`config.mk`:
```
export PLATFORM = sky130hd
export DESIGN_NAME = clut_cache_loader
export DESIGN_NICKNAME = d
export VERILOG_FILES = /design/src/rtl/clut_cache_loader_pkg.sv /design/src/rtl/clut_cache_loader.sv
export SDC_FILE = /design/constraint.sdc
export NUM_CORES = 1
export LEC_CHECK = 0
export ABC_AREA = 1
export CAP_MARGIN = 15
export CORE_ASPECT_RATIO = 1.1
export CORE_MARGIN = 2
export CORE_UTILIZATION = 41
export DETAILED_ROUTE_END_ITERATION = 10
export GPL_ROUTABILITY_DRIVEN = 0
export PLACE_DENSITY = 0.74
export SLEW_MARGIN = 10
export SYNTH_ARGS = -nofsm -noshare
export SYNTH_HDL_FRONTEND = slang
export SYNTH_SLANG_ARGS = --single-unit
```
`constraint.sdc`:
```
create_clock -name clk -period 2.05 [get_ports clk]
set_input_delay 0.615 -clock clk [delete_from_list [all_inputs] [get_ports clk]]
set_output_delay 0.615 -clock clk [all_outputs]
set_load 0.01 [all_outputs]
```
`src/rtl/clut_cache_loader_pkg.sv`:
```
// -----------------------------------------------------------------------------
// clut_cache_loader_pkg
// Shared definitions for the CLUT cache fill engine:
//   - state_e       : fill FSM states
//   - BURST_LEN     : words per CLUT block fill (16 colours = 8 x 32-bit words)
//   - CLUT_ID field offsets (X in 16-halfword units, Y line)
//   - form_addr()   : VRAM word address of a CLUT block
// -----------------------------------------------------------------------------
package clut_cache_loader_pkg;

    typedef enum logic [2:0] {
        ST_IDLE  = 3'd0,
        ST_REQ   = 3'd1,
        ST_DATA  = 3'd2,
        ST_DONE  = 3'd3,
        ST_DRAIN = 3'd4
    } state_e;

    localparam int BURST_LEN   = 8;
    localparam int CNT_W       = 3;
    localparam int VRAM_ADDR_W = 18;

    localparam int X_LSB = 0;
    localparam int X_W   = 6;
    localparam int Y_LSB = 6;
    localparam int Y_W   = 9;

    // Block start address: Y line, X (wrapping mod 64 within the same line), word 0.
    function automatic logic [VRAM_ADDR_W-1:0] form_addr(input logic [14:0] clut_id,
                                                         input logic [3:0]  blk);
        logic [X_W-1:0] x_s;
        x_s = clut_id[X_LSB +: X_W] + {2'b00, blk};
        return {clut_id[Y_LSB +: Y_W], x_s, 3'b000};
    endfunction

endpackage

```
`src/rtl/clut_cache_loader.sv`:
```
// -----------------------------------------------------------------------------
// clut_cache_loader
// Fills one 16-colour CLUT block into the CLUT cache after a miss, fetching it
// from VRAM as a single 8-beat burst of 32-bit words.
//
// Ports:
//   clk, i_nrst            clock, asynchronous active-low reset
//   CLUT_ID[15:0]          current CLUT ([5:0] X/16, [14:6] Y line)
//   i_missReq/i_missIdx    miss request (level) and missing colour index
//   o_missAck              1-cycle accept pulse
//   o_busy                 fill (or abort drain) in progress
//   o_fillDone             1-cycle pulse, block completely written
//   o_memReq/o_memAddr     burst request and start word address to arbiter
//   i_memAck               arbiter accepted the burst
//   i_memValid/i_memData   read beats
//   o_write/o_writeIdx/o_colorOut  cache write port
//
// Build option: CLUT_LOADER_PREFETCH_EN -- a CLUT_ID change seen while idle
// with no miss pending starts an internal fill of block 0 (no o_missAck).
// -----------------------------------------------------------------------------
module clut_cache_loader
    import clut_cache_loader_pkg::*;
#(
    parameter int ADDR_W = VRAM_ADDR_W
) (
    input  logic              clk,
    input  logic              i_nrst,
    input  logic [15:0]       CLUT_ID,
    input  logic              i_missReq,
    input  logic [7:0]        i_missIdx,
    output logic              o_missAck,
    output logic              o_busy,
    output logic              o_fillDone,
    output logic              o_memReq,
    output logic [ADDR_W-1:0] o_memAddr,
    input  logic              i_memAck,
    input  logic              i_memValid,
    input  logic [31:0]       i_memData,
    output logic              o_write,
    output logic [6:0]        o_writeIdx,
    output logic [31:0]       o_colorOut
);

    state_e             state_q, state_d;
    logic [3:0]         blk_q, blk_d;
    logic [15:0]        clut_q, clut_d;
    logic [CNT_W-1:0]   cnt_q, cnt_d;
    logic               abort_q, abort_d;

    logic               miss_ack_q, miss_ack_d;
    logic               busy_q, busy_d;
    logic               fill_done_q, fill_done_d;
    logic               mem_req_q, mem_req_d;
    logic [ADDR_W-1:0]  mem_addr_q, mem_addr_d;
    logic               write_q, write_d;
    logic [6:0]         widx_q, widx_d;
    logic [31:0]        color_q, color_d;

    logic               accept_s;
    logic               pf_trig_s;
    logic               clut_diff_s;
    logic               last_beat_s;
    logic               unused_s;

    // Only the block number of the missing index selects the fill.
    assign unused_s    = ^i_missIdx[3:0];
    assign clut_diff_s = (CLUT_ID != clut_q);
    assign last_beat_s = (cnt_q == 3'(BURST_LEN - 1));

`ifdef CLUT_LOADER_PREFETCH_EN
    logic [15:0] last_clut_q;

    // Tracks CLUT_ID every cycle so a change can be detected while idle.
    always_ff @(posedge clk or negedge i_nrst) begin
        if (!i_nrst) begin
            last_clut_q <= 16'h0000;
        end else begin
            last_clut_q <= CLUT_ID;
        end
    end

    assign pf_trig_s = (CLUT_ID != last_clut_q);
`else
    assign pf_trig_s = 1'b0;
`endif

    // State, datapath and output registers.
    always_ff @(posedge clk or negedge i_nrst) begin
        if (!i_nrst) begin
            state_q     <= ST_IDLE;
            blk_q       <= 4'd0;
            clut_q      <= 16'h0000;
            cnt_q       <= 3'd0;
            abort_q     <= 1'b0;
            miss_ack_q  <= 1'b0;
            busy_q      <= 1'b0;
            fill_done_q <= 1'b0;
            mem_req_q   <= 1'b0;
            mem_addr_q  <= '0;
            write_q     <= 1'b0;
            widx_q      <= 7'd0;
            color_q     <= 32'h0000_0000;
        end else begin
            state_q     <= state_d;
            blk_q       <= blk_d;
            clut_q      <= clut_d;
            cnt_q       <= cnt_d;
            abort_q     <= abort_d;
            miss_ack_q  <= miss_ack_d;
            busy_q      <= busy_d;
            fill_done_q <= fill_done_d;
            mem_req_q   <= mem_req_d;
            mem_addr_q  <= mem_addr_d;
            write_q     <= write_d;
            widx_q      <= widx_d;
            color_q     <= color_d;
        end
    end

    // Next-state logic; a CLUT_ID change mid-fill diverts to DRAIN so the
    // arbiter burst is always consumed in full.
    always_comb begin
        state_d  = state_q;
        blk_d    = blk_q;
        clut_d   = clut_q;
        cnt_d    = cnt_q;
        abort_d  = abort_q;
        accept_s = 1'b0;
        case (state_q)
            ST_IDLE: begin
                if (i_missReq) begin
                    accept_s = 1'b1;
                    state_d  = ST_REQ;
                    blk_d    = i_missIdx[7:4];
                    clut_d   = CLUT_ID;
                    cnt_d    = 3'd0;
                    abort_d  = 1'b0;
                end else if (pf_trig_s) begin
                    state_d  = ST_REQ;
                    blk_d    = 4'd0;
                    clut_d   = CLUT_ID;
                    cnt_d    = 3'd0;
                    abort_d  = 1'b0;
                end else begin
                    state_d  = ST_IDLE;
                end
            end
            ST_REQ: begin
                abort_d = abort_q | clut_diff_s;
                if (i_memAck) begin
                    state_d = (abort_q || clut_diff_s) ? ST_DRAIN : ST_DATA;
                end else begin
                    state_d = ST_REQ;
                end
            end
            ST_DATA: begin
                if (i_memValid) begin
                    cnt_d = cnt_q + 3'd1;
                    if (last_beat_s) begin
                        state_d = clut_diff_s ? ST_IDLE : ST_DONE;
                    end else if (clut_diff_s) begin
                        state_d = ST_DRAIN;
                    end else begin
                        state_d = ST_DATA;
                    end
                end else if (clut_diff_s) begin
                    state_d = ST_DRAIN;
                end else begin
                    state_d = ST_DATA;
                end
            end
            ST_DRAIN: begin
                if (i_memValid) begin
                    cnt_d   = cnt_q + 3'd1;
                    state_d = last_beat_s ? ST_IDLE : ST_DRAIN;
                end else begin
                    state_d = ST_DRAIN;
                end
            end
            ST_DONE: begin
                state_d = ST_IDLE;
            end
            default: begin
                state_d = ST_IDLE;
            end
        endcase
    end

    // Output next values; every output leaves the block through a register.
    always_comb begin
        miss_ack_d  = accept_s;
        busy_d      = (state_d != ST_IDLE);
        fill_done_d = (state_q == ST_DONE);
        mem_req_d   = (state_d == ST_REQ);
        mem_addr_d  = ADDR_W'(form_addr(clut_d[14:0], blk_d));
        write_d     = (state_q == ST_DATA) && i_memValid && !clut_diff_s;
        if (write_d) begin
            widx_d  = {blk_q, cnt_q};
            color_d = i_memData;
        end else begin
            widx_d  = widx_q;
            color_d = color_q;
        end
    end

    assign o_missAck  = miss_ack_q;
    assign o_busy     = busy_q;
    assign o_fillDone = fill_done_q;
    assign o_memReq   = mem_req_q;
    assign o_memAddr  = mem_addr_q;
    assign o_write    = write_q;
    assign o_writeIdx = widx_q;
    assign o_colorOut = color_q;

endmodule
```
==> impl_metrics.env <==
export IMPL_drc=0
export IMPL_finClkSkew_ns=0.00832
export IMPL_place_ws_ns=-0.756
export IMPL_die_w_um=91.4
export IMPL_p_leak_uw=0.00274
export IMPL_timing_rr_start="state_q[1]"
export IMPL_synthCells=412
export IMPL_status="complete, but fails checks"
export IMPL_cpMostUsedCell="o21ai_2"
export IMPL_clk_latency_ns=0.36
export IMPL_synth_cell_area_mm2=0.00345
export IMPL_arrival_ns=2.34
export IMPL_area_growth_pct=53.6
export IMPL_reg2reg_slack_ns=-0.02
export IMPL_worst_slew_pin_transition_ns=0.552
export IMPL_dr_pass1_iters=4
export IMPL_cts_tree="done"
export IMPL_place_area_mm2=0.00483
export IMPL_wire_per_inst_um=13.5
export IMPL_maxCapViolCount=0
export IMPL_postLayoutCellArea_mm2=0.00530
export IMPL_initial_core_util_pct=41.7
export IMPL_die_h_um=100
export IMPL_portBuffers=115
export IMPL_holdWs_ns=0.233
export IMPL_power_uw=5450
export IMPL_syn_area_per_cell_um2=8.37
export IMPL_cp_slowest_cell="dfrtp_1"
export IMPL_drive_above_1_share_pct=14.3
export IMPL_die_area_mm2=0.00916
export IMPL_hp_class="in2async"
export IMPL_max_slew_margin_pct=63.2
export IMPL_synth_seq_cells=77
export IMPL_root_buffer="clkbuf_8"
export IMPL_hold_viol_final=0
export IMPL_setup_ws_ns=-0.0187
export IMPL_vias_per_cell=4.56
export IMPL_drv_slew=0
export IMPL_path_cells="nor2_4, buf_4, nand3_4, o21ai_2, ha_2, inv_1, fa_2, o21ai_2, xor2_1"
export IMPL_ctsLongestPathBuffers=2
export IMPL_rsz0062_at_grt="true"
export IMPL_critPathRequiredTime_ns=2.32
export IMPL_ir_drop_uv=727
export IMPL_core_area_mm2=0.00828
export IMPL_power_internal_uw=3500
export IMPL_final_nets=624
export IMPL_ctsHoldBuffers=0
export IMPL_p_clk_share_pct=19.6
export IMPL_powerDensity_mw_per_mm2=1030
export IMPL_critPathMaxStageDelay_ns=0.42
export IMPL_violations="setup timing"
export IMPL_seqPwrFrac_pct=38.1
export IMPL_dp_hpwl_um=5860
export IMPL_synth_yosys_seq_area_share_pct=55.9
export IMPL_vias=3061
export IMPL_rr_worst_depth=9
export IMPL_clkTransAtPathRegs_ns=0.09
export IMPL_fin_crit_ns=2.07
export IMPL_clkSinkCount=77
export IMPL_grt_antenna_before_repair=0
export IMPL_crit_fanout=5
export IMPL_power_share_switching_pct=35.8
export IMPL_pin_count=123
export IMPL_netSwitchingPower_uw=1950
export IMPL_p_comb_share_pct=42.2
export IMPL_worstSetupPathType="reg2reg"
export IMPL_grt_pass1_wl_um=13400
export IMPL_grt_pass1_vias=2915
export IMPL_numCtsBuffers=9
export IMPL_end_kind="flip-flop"
export IMPL_drtAntennaViolNets=0
export IMPL_reg2reg_to="o_memAddr[7]"
export IMPL_placementRows=35
export IMPL_synth_cell_types=27
export IMPL_drtIter0Drc=89
export IMPL_cts_htree_levels=3
export IMPL_yosys_warnings=0
export IMPL_antennaDiodeCount=0
export IMPL_drt_total_wl_um=9060
export IMPL_grt_overflow_total=0
export IMPL_cp_start_kind="flip-flop"
export IMPL_grt_max_degree=42
export IMPL_period_share_pct=101
export IMPL_fmax_mhz=483
export IMPL_finalSetupViolCount=1
export IMPL_grt_usage_pct=18.6
-- worst max path at each step --
stage                     from  depth (start not counted)  slack, ns           end
finish              state_q[1]                          9      -0.02  o_memAddr[7]
global route        state_q[1]                         10      -0.11  o_memAddr[7]
CTS                 state_q[2]                         11     -0.001  o_memAddr[8]
detailed placement   i_missReq                         10      -0.76  o_memAddr[7]
global placement     i_missReq                         11      -0.64  o_memAddr[8]
floorplan            i_missReq                          8      -0.02  o_memAddr[7]
-- critical path, delay by kind of cell (launching register included) --
kind                     cells  cell delay, ns
AO/OA/AOI/OAI                2            0.33
buffers and inverters        2            0.21
adder cells (fa/ha/maj)      2            0.58
XOR/XNOR                     1            0.19
AND/OR/NAND/NOR              2            0.26
flip-flops                   1            0.42
-- final cells by class --
| class | count | area (um^2) |
|---|---|---|
| clock inverters | 6 | 48.8 |
| flip-flops and latches | 77 | 1930 |
| well taps | 111 | 139 |
| multi-input cells | 266 | 1290 |
| inverters | 50 | 203 |
| repair buffers | 152 | 1560 |
| fillers | 664 | 2980 |
| clock buffers | 10 | 138 |
-- layout by cell type, fill, tap and decap left out, types with 4 or more instances in the layout --
| cell | synthesis | routed |
|---|---|---|
| xor2_1 | 4 | 4 |
| o21ai_1 | 6 | 9 |
| clkbuf_16 | 0 | 4 |
| o21ai_2 | 0 | 4 |
| nor2_1 | 11 | 8 |
| dfrtp_1 | 77 | 77 |
| dlymetal6s2s_1 | 0 | 4 |
| o21ai_0 | 24 | 16 |
| nand3_1 | 5 | 4 |
| a21oi_1 | 7 | 6 |
| buf_12 | 0 | 4 |
| buf_4 | 12 | 29 |
| inv_1 | 47 | 45 |
| clkdlybuf4s50_1 | 0 | 109 |
| ha_1 | 6 | 4 |
| clkinv_4 | 0 | 4 |
| nand2_1 | 187 | 186 |
| clkbuf_8 | 0 | 10 |
-- sequential cells by signal (all words and copies together), names as in the netlist, 3 cells and up --
| name | count |
|---|---|
| cnt_q | 3 |
| o_colorOut | 32 |
| o_writeIdx | 7 |
| state_q | 3 |
| o_memAddr | 15 |
| clut_q | 7 |
| blk_q | 4 |
-- synth_stat cells --
master	instances	area [um^2]
clkinv_1	1	3.75
nor3_1	2	10.0
nand4_1	1	6.26
inv_1	47	176
nand2_4	1	11.3
fa_1	1	20.0
nor2_4	1	11.3
nor2_2	1	6.26
dfrtp_1	77	1930
o21ai_1	6	30.0
nand3_2	2	20.0
conb_1	1	3.75
o21ai_0	24	120
clkbuf_1	3	11.3
nor2_1	11	41.3
xnor2_1	2	17.5
buf_2	4	20.0
inv_2	1	3.75
buf_6	3	33.8
a21o_1	1	7.51
clkinv_2	1	5.00
nand2_1	187	702
xor2_1	4	35.0
a21oi_1	7	35.0
nand3_1	5	25.0
buf_4	12	90.1
ha_1	6	75.1
-- layer usage --
layer	part of all wire, %	global-route usage [%]	routed length, um	up-vias
met5	0	0	0	-
met4	1.7	8.16	158	0
met3	6.8	4.35	614	16
met2	50	31.3	4500	109
met1	42	22.9	3780	1414
li1	-	-	-	1522
-- power groups by stage --
stage | Clock, uW | Combinational, uW | Sequential (uW)
global placement | 0 | 1910 | 2080
global route | 1160 | 2550 | 2120
finish | 1070 | 2300 | 2080
CTS | 1090 | 2110 | 2070
floorplan | 0 | 1110 | 2100
detailed placement | 0 | 1980 | 2090
-- what timing repair did --
action | CTS | global route
buffers inserted | 3 | 3
hold endpoints to repair | 0 | 0
setup endpoints to repair | 5 | 44
gates cloned | 1 | 5
pin swaps | 6 | 17
gates resized for setup | 11 | 28
-- metrics by stage --
step / util [%] / std cells / TNS, ns
2_1_floorplan: - / 414 / -0.0191
3_5_place_dp: 58.3 / 644 / -16.66
4_1_cts: 61.4 / 664 / -0.00116
3_3_place_gp: 58.3 / 644 / -14.94
5_1_grt: 64.0 / 672 / -2.07
6_report: 64.0 / 672 / -0.0187
-- cells by family after synthesis --
group                    Yosys count  synth area share (%)
buffers and inverters             72                  9.98
AND/OR/NAND/NOR                  211                  24.2
AO/OA/AOI/OAI                     38                  5.59
flip-flops                        77                  55.9
XOR/XNOR                           6                  1.52
other                              1                 0.109
adder cells (fa/ha/maj)            7                  2.76
(Power assumes the default switching activity.)
